[config.mk]
export PLATFORM = sky130hd
export DESIGN_NAME = arbitrate
export DESIGN_NICKNAME = d
export VERILOG_FILES = /design/src/rtl/rr_select.sv /design/src/rtl/arbitrate.sv
export SDC_FILE = /design/constraint.sdc
export NUM_CORES = 1
export LEC_CHECK = 0
export CORE_UTILIZATION = 50
export DETAILED_ROUTE_END_ITERATION = 6
export MAX_ROUTING_LAYER = met4
export PLACE_DENSITY_LB_ADDON = 0.25
export SYNTH_ARGS = -nofsm -noshare
export SYNTH_HDL_FRONTEND = slang
export SYNTH_SLANG_ARGS = --single-unit
[constraint.sdc]
create_clock -name clk -period 8.5 [get_ports clk]
set_input_delay 0.85 -clock clk [delete_from_list [all_inputs] [get_ports clk]]
set_output_delay 0.85 -clock clk [all_outputs]
set_load 0.01 [all_outputs]
[src/rtl/rr_select.sv]
// rr_select: round-robin pick of the first eligible index at or after ptr
module rr_select #(
    parameter int N = 4,
    parameter int I = $clog2(N)
) (
    input  logic [N-1:0] eligible_i,
    input  logic [I-1:0] ptr_i,
    output logic [I-1:0] winner_o,
    output logic         any_o
);
    logic [2*N-1:0] rot;
    logic [I:0]     off;
    logic [I:0]     sum;
    // rotate a doubled mask so ptr lands at bit 0, priority-encode, then undo the rotation
    always_comb begin
        rot = {eligible_i, eligible_i} >> ptr_i;
        off = '0;
        for (int k = N - 1; k >= 0; k--) off = rot[k] ? (I+1)'(k) : off;
        sum = off + {1'b0, ptr_i};
        winner_o = (sum >= (I+1)'(N)) ? I'(sum - (I+1)'(N)) : I'(sum);
        any_o = |eligible_i;
    end
endmodule

[src/rtl/arbitrate.sv]
// arbitrate: packet-aware round-robin merge of N streams into one {index, data} stream
module arbitrate #(
    parameter int W = 8,
    parameter int N = 4
) (
    input  logic                    clk,
    input  logic                    rst,
    input  logic [N*W-1:0]          s_data,
    input  logic [N-1:0]            s_last,
    input  logic [N-1:0]            s_valid,
    output logic [N-1:0]            s_ready,
    output logic [$clog2(N)+W-1:0]  m_data,
    output logic                    m_last,
    output logic                    m_valid,
    input  logic                    m_ready
);
    localparam int I = $clog2(N);
    logic [I-1:0]   ptr_q, ptr_d, owner_q, owner_d, winner;
    logic           locked_q, locked_d, m_last_q, m_last_d, m_valid_q, m_valid_d;
    logic [I+W-1:0] m_data_q, m_data_d;
    logic [N-1:0]   eligible;
    logic           any, load, take;
    // a held lock narrows the candidates to the packet owner
    always_comb begin
        load = !m_valid_q || m_ready;
        eligible = locked_q ? (s_valid & (N'(1) << owner_q)) : s_valid;
        take = load && any;
    end
    rr_select #(.N(N), .I(I)) u_sel (
        .eligible_i (eligible),
        .ptr_i      (ptr_q),
        .winner_o   (winner),
        .any_o      (any)
    );
    // grant the winner and compute the next output beat, lock and pointer
    always_comb begin
        s_ready = (take && rst) ? (N'(1) << winner) : '0;
        ptr_d = ptr_q;
        owner_d = owner_q;
        locked_d = locked_q;
        m_data_d = m_data_q;
        m_last_d = m_last_q;
        m_valid_d = load ? 1'b0 : m_valid_q;
        if (take) begin
            m_data_d = {winner, s_data[winner*W +: W]};
            m_last_d = s_last[winner];
            m_valid_d = 1'b1;
            locked_d = !s_last[winner];
            owner_d = s_last[winner] ? owner_q : winner;
            ptr_d = !s_last[winner] ? ptr_q : (winner == I'(N - 1)) ? '0 : winner + 1'b1;
        end
    end
    // state and output registers; reset drops any buffered beat and lock
    always_ff @(posedge clk or negedge rst) begin
        if (!rst) begin
            ptr_q <= '0;
            owner_q <= '0;
            locked_q <= 1'b0;
            m_data_q <= '0;
            m_last_q <= 1'b0;
            m_valid_q <= 1'b0;
        end else begin
            ptr_q <= ptr_d;
            owner_q <= owner_d;
            locked_q <= locked_d;
            m_data_q <= m_data_d;
            m_last_q <= m_last_d;
            m_valid_q <= m_valid_d;
        end
    end
    assign m_data = m_data_q;
    assign m_last = m_last_q;
    assign m_valid = m_valid_q;
endmodule

==> metrics.txt, run 1 <==
status=complete, no violations; Syn Nets=258; Final min period=4.948 ns; Synth cell types=55; critical hold path startpoint=m_data[8]; final hold vios=0; CP most frequent cell=clkdlybuf4s50_1; WL/cell=14.83 um; initial antenna violation count=0; Post-route DRC=0; Slew Limit Fails=0; DR pass1 iterations=4; TritonCTS Buffers=3; Post-Synth Simple-Gate Area=0.2310; Initial Utilization=0.5298; I/O pins=59; fin crit share=0.5821; Clock Path Buffers=2; H-Tree Depth=1; critical path data required time=7.65 ns; Buf/Inv on CP=3; Critical Path Start=s_valid[0]; post-route ant nets=0; asr flop ratio synth=1.000; number of global-route vias before repair=1553; core area=3363 um^2; Non-Filler Cell Area, Final=2395 um^2; # rows=21; complex-gate fraction of the synthesized area=0.2767; unrepaired setup endpoints after global routing=no; Overflow after GRT=0; die area=3806 um^2; Syn Inst Count=213; number of vias per cell=6.010; DR vias=1839; Synth-to-Final Area Change=34.41%; final WL=4539 um; largest family of logic cells by synthesized area=compound AO/OA/AOI/OAI gates; layout net count=306; WS Path Type=primary input to output port; Die X=61.70 um; post-route setup slack=3.552 ns; leakage=0.0009656 uW; setup_tns=0 ns; clk_skew=0.004224 ns; Power per Cell Area=492.8 nW/um^2; Hold Crit Class=register to register; Worst path max stage delay=0.57 ns; delay-heaviest family, CP=buffers and inverters; Rel. slew slack=0.4429; total global-route track usage=0.2547; Sink Count=17; Critical Path, Cell by Cell=clkdlybuf4s50_1, or4b_1, o211a_1, a32o_1, ha_1, buf_4, xnor2_4, and4_1, clkdlybuf4s50_1; Crit. End Element=output port; post-CTS setup buffer count=0; Reg2Reg Launch Point=owner_q[0]; fmax=202.1 MHz; Clk pin slew, worst setup/hold paths=0.11 ns; adder-cell share of the synthesized area=0.02037; XOR/XNOR share of the synthesized area=0.01545; CTS Hold Bufs=0; WP data arrival=4.10 ns; DP HPWL=3279 um; GPL Wtd Cong=0.7821; clock root buffer=clkbuf_4; number of synthesized flops with an enable pin=0; Iter 0 DRT Violations=101; Max Cap Viol=0; total power=1180 uW; pre-CTS WS=3.566 ns; Die Y=61.70 um; CP startpoint kind=primary input; first-pass GRT wire length=7093 um; worst skew pair latency=0.29 ns; Synth Cell Area=1782 um^2; sequential-to-total area share from yosys stat=0.2388; worst vdd ir=0.0002504 V; post-place instance area=2365 um^2; Worst Max-Slew Pin Slew=0.8356 ns; post-synthesis mux area share=0.1608; Layout Utilization=0.7121; Synth Flop Type=dfrtp_1; CTS resizes=0; largest net degree at the start of global routing=31; setup violators final=0; yosys warns=0; Fill cells=292; share of cells above drive strength 1=0.06538; port bufs=58; Avg Inst Size Synth=8.365 um^2; n_diodes=0; slowest CP cell=clkdlybuf4s50_1; TritonCTS clock tree=built; Yosys reg bits=17; crit-path max FO=30
## synth_stat cells (2+ instances only)
cell type | count | area (um^2)
a211o_1 | 2 | 17.52
a211oi_1 | 5 | 37.54
a21boi_0 | 4 | 30.03
a21oi_1 | 7 | 35.03
a221oi_1 | 3 | 26.28
a311oi_1 | 2 | 17.52
a32oi_1 | 3 | 26.28
a41o_1 | 2 | 20.02
a41oi_1 | 2 | 17.52
and4_1 | 2 | 17.52
buf_1 | 3 | 11.26
buf_2 | 3 | 15.01
buf_4 | 2 | 15.01
clkbuf_1 | 10 | 37.54
dfrtp_1 | 17 | 425.4
ha_1 | 2 | 25.02
inv_1 | 2 | 7.510
mux2_2 | 4 | 45.04
mux2i_1 | 23 | 230.2
nand2_1 | 19 | 71.32
nand2b_1 | 7 | 43.79
nand3_1 | 7 | 35.03
nand4b_1 | 2 | 17.52
nor2_1 | 18 | 67.56
nor2b_1 | 8 | 50.05
nor3_1 | 4 | 20.02
nor3b_1 | 2 | 15.01
o211a_1 | 4 | 40.04
o211ai_1 | 5 | 37.54
o21a_1 | 3 | 22.52
o21ai_0 | 5 | 25.02
o22ai_1 | 3 | 18.77
o31ai_1 | 3 | 22.52
or3_1 | 4 | 25.02
## kinds of logic after synthesis
family	after synthesis
compound gates	64
fa+ha+maj	3
simple gates	78
buf+inv	22
xor+xnor	1
mux	28
flops	17
## where the power goes
part | switching (uW) | total, uW | internal, uW
Combinational | 514 | 955 | 441
Sequential | 52.8 | 179 | 127
Clock | 27.7 | 45.6 | 17.8
Total | 595 | 1180 | 585
## path summary, 6_finish.rpt
path,slack [ns],to,cells after the start
worst min-delay path,0.49,m_data[8],2
worst max register to register,4.76,ptr_q[0],12
worst max-delay path,3.55,s_ready[1],9
min in group asynchronous,0.88,m_data[3],2
max in group asynchronous,7.42,locked_q,2
worst min register to register,0.49,m_data[8],2
## cells in the final DEF (no fill, tap or decap), types with 2 or more instances in the layout
master           netlist  final
a211o_1                2      2
a211oi_1               5      4
a211oi_2               1      2
a21boi_0               4      4
a21oi_1                7      7
a221oi_1               3      3
a311oi_1               2      2
a32oi_1                3      3
a41o_1                 2      2
a41oi_1                2      2
and4_1                 2      2
buf_4                  2      4
clkbuf_4               0      3
clkdlybuf4s50_1        0     58
dfrtp_1               17     17
ha_1                   2      2
inv_1                  2      2
mux2_2                 4      4
mux2i_1               23     23
nand2_1               19     19
nand2b_1               7      7
nand3_1                7      7
nand4b_1               2      2
nor2_1                18     18
nor2b_1                8      8
nor3_1                 4      4
nor3b_1                2      2
o211a_1                4      4
o211ai_1               5      5
o21a_1                 3      3
o21ai_0                5      5
o22ai_1                3      3
o31ai_1                3      3
or3_1                  4      4
## registers in the layout, summed over array words and instances (netlist names)
name	cells
owner_q	2
ptr_q	2
m_last	1
m_valid	1
m_data	10
locked_q	1
## tightest hold or removal path, cell delays in order (launching register included)
cell and delay (ns):
dfrtp_1 0.36, nand2_1 0.05, nand2_1 0.05
## area by class of cell
type / count / area, um^2 / share of cell area
clock inverter: 1 / 7.507 / 0.003135
clock buffer: 3 / 22.52 / 0.009404
inverter: 3 / 11.26 / 0.004702
multi-input combinational: 174 / 1260 / 0.5261
timing repair buffer: 62 / 610.6 / 0.2550
sequential: 17 / 425.4 / 0.1776
tap: 46 / 57.56 / 0.02403
## through the flow
stage / hold WS [ns] / instances
after global placement: 0.4612 / 302
after floorplan: 0.5140 / 213
after CTS: 0.4940 / 306
after detailed placement: 0.4667 / 302
final: 0.4884 / 306
after global routing: 0.5343 / 306
## per-layer routing
| metal | share of wire | vias to the layer above | GRT usage |
|---|---|---|---|
| met5 | 0 | - | - |
| met4 | 0.011 | 0 | 0.07619 |
| met2 | 0.46 | 61 | 0.3856 |
| met1 | 0.47 | 865 | 0.3628 |
| li1 | - | 909 | - |
| met3 | 0.056 | 4 | 0.02277 |
Note: power is estimated with default switching activity, not from simulation.
==> inputs of run 2 (changes only) <==
--- a/config.mk
+++ b/config.mk
@@ -5,7 +5,7 @@
 export SDC_FILE = /design/constraint.sdc
 export NUM_CORES = 1
 export LEC_CHECK = 0
-export CORE_UTILIZATION = 50
+export CORE_UTILIZATION = 42
 export DETAILED_ROUTE_END_ITERATION = 6
 export MAX_ROUTING_LAYER = met4
 export PLACE_DENSITY_LB_ADDON = 0.25
==> constraint.sdc (replaced) <==
create_clock -name clk -period 4.06 [get_ports clk]
set_input_delay 0.406 -clock clk [delete_from_list [all_inputs] [get_ports clk]]
set_output_delay 0.406 -clock clk [all_outputs]
set_load 0.01 [all_outputs]
==> metrics.txt, run 2 (synthesis results as in run 1) <==
Critical Path Start=owner_q[0] (was s_valid[0]); setup slack, reg-to-reg=0.41 ns (was 4.76 ns); initial antenna violation count=0 (unchanged); layout net count=309 (was 306); post-place instance area=2392 um^2 (was 2365 um^2); n_diodes=0 (unchanged); Hold Crit Class=primary input to asynchronous set/reset pin (was register to register); Worst path max stage delay=0.57 ns (about the same); commonest non-fill, non-tap cells in the layout=clkdlybuf4s50_1, mux2i_1, nand2_1 (unchanged); worst r2r dst=m_data[6] (was ptr_q[0]); # rows=23 (was 21); Synth-to-Final Area Change=37.01% (was 34.41%); die area=4506 um^2 (was 3806 um^2); WP data arrival=3.30 ns (was 4.10 ns); Crit. End Element=output port (unchanged); Critical Path, Cell by Cell=nand2b_1, a21boi_0, a21o_1, o21ai_0, o21ai_0, a32o_1, ha_1, xnor2_4, nor3b_1, clkdlybuf4s50_1 (was clkdlybuf4s50_1, or4b_1, o211a_1, a32o_1, ha_1, buf_4, xnor2_4, and4_1, clkdlybuf4s50_1); DR pass1 iterations=4 (unchanged); DR vias=1834 (was 1839); Non-Filler Cell Area, Final=2441 um^2 (was 2395 um^2); max FFs per register=10 (unchanged); WL/cell=15.19 um (was 14.83 um); final WL=4755 um (was 4539 um); Die Y=67.13 um (was 61.70 um); total global-route track usage=0.2229 (was 0.2547); Overflow after GRT=0 (unchanged); share of cells above drive strength 1=0.07605 (was 0.06538); CP Depth=10 (was 9); total power=2592 uW (was 1180 uW); TritonCTS clock tree=built (unchanged); number of global-route vias before repair=1615 (was 1553); Reg2Reg Launch Point=owner_q[0] (unchanged); worst skew pair latency=0.26 ns (was 0.29 ns); Sink Count=17 (unchanged); Clock Path Buffers=2 (unchanged); Worst setup endpoint=s_ready[0] (was s_ready[1]); leakage=0.0009875 uW (was 0.0009656 uW); clock root buffer=clkbuf_8 (was clkbuf_4); crit-path max FO=11 (was 30); Post-route DRC=0 (unchanged); Rel. slew slack=0.4050 (was 0.4429); post-route setup slack=0.3548 ns (was 3.552 ns); Die X=67.13 um (was 61.70 um); I/O pins=59 (unchanged); first-pass GRT wire length=7514 um (was 7093 um); slowest CP cell=clkdlybuf4s50_1 (unchanged); setup_tns=0 ns (unchanged); CP most frequent cell=o21ai_0 (was clkdlybuf4s50_1); DP HPWL=3542 um (was 3279 um); number of vias per cell=5.859 (was 6.010); H-Tree Depth=1 (unchanged); CTS resizes=0 (unchanged); post-route ant nets=0 (unchanged); worst vdd ir=0.0006223 V (was 0.0002504 V); TritonCTS Buffers=3 (unchanged); Max Cap Viol=0 (unchanged); cells on worst reg2reg path=13 (was 12); fin crit share=0.9126; final hold vios=0 (unchanged); CTS Hold Bufs=0 (unchanged); Iter 0 DRT Violations=96 (was 101); commonest non-fill, non-tap cell in the layout=clkdlybuf4s50_1 (unchanged); WS Path Type=register to output port (was primary input to output port); pre-CTS WS=0.2030 ns (was 3.566 ns); port bufs=58 (unchanged); Slew Limit Fails=0 (unchanged); clk_skew=0.005350 ns (was 0.004224 ns); fmax=269.9 MHz; Clk pin slew, worst setup/hold paths=0.08 ns (was 0.11 ns); post-CTS setup buffer count=0 (unchanged); Buf/Inv on CP=1 (was 3); critical path data required time=3.65 ns (was 7.65 ns); Worst Max-Slew Pin Slew=0.8850 ns (was 0.8356 ns); delay-heaviest family, CP=compound AO/OA/AOI/OAI gates (was buffers and inverters); unrepaired setup endpoints after global routing=no (unchanged); Power per Cell Area=1062 nW/um^2 (was 492.8 nW/um^2); status=complete, no violations (unchanged); Initial Utilization=0.4422 (was 0.5298); setup violators final=0 (unchanged); CP startpoint kind=register (was primary input); largest net degree at the start of global routing=30 (was 31); Final min period=3.705 ns; core area=4029 um^2 (was 3363 um^2); GPL Wtd Cong=0.8424 (was 0.7821)
-- run 2: cell type report --
class	instances	area, um^2
Clock buffer	3	41.29
Clock inverter	1	7.507
Fill cell	383	1588
Inverter	3	11.26
Multi-Input combinational cell	174	1260
Sequential cell	17	425.4
Tap cell	50	62.56
Timing Repair Buffer	65	633.1
-- run 2: where the power goes --
part | total [uW] | leakage (uW) | internal, uW | switching [uW]
Combinational | 2080 | 0.000774 | 974 | 1110
Clock | 134 | 0.0000217 | 69.1 | 64.8
Sequential | 378 | 0.000192 | 266 | 112
Total | 2590 | 0.000988 | 1310 | 1280
-- run 2: worst min path at each step --
stage / from / end / slack [ns] / cells after the start
final: rst / m_data[8] / 0.47 / 2
after detailed placement: m_last / m_last / 0.47 / 2
after global routing: rst / m_data[8] / 0.49 / 2
after floorplan: rst / locked_q / 0.11 / 0
after global placement: m_data[8] / m_data[8] / 0.47 / 2
after CTS: rst / m_data[8] / 0.48 / 2
-- run 2: through the flow --
stage          cells  utilization  hold WS [ns]
2_1_floorplan    213            -        0.1104
3_3_place_gp     309       0.5938        0.4651
3_5_place_dp     309       0.5938        0.4706
4_1_cts          313       0.6059        0.4820
5_1_grt          313       0.6059        0.4879
6_report         313       0.6059        0.4717
-- run 2: metal layers --
| metal | up-vias | wire (um) | global-route usage |
|---|---|---|---|
| met1 | 868 | 2296 | 0.3068 |
| li1 | 911 | - | - |
| met2 | 53 | 2226 | 0.3488 |
| met3 | 2 | 206 | 0.02196 |
| met4 | 0 | 25 | 0.05851 |
| met5 | - | 0 | - |
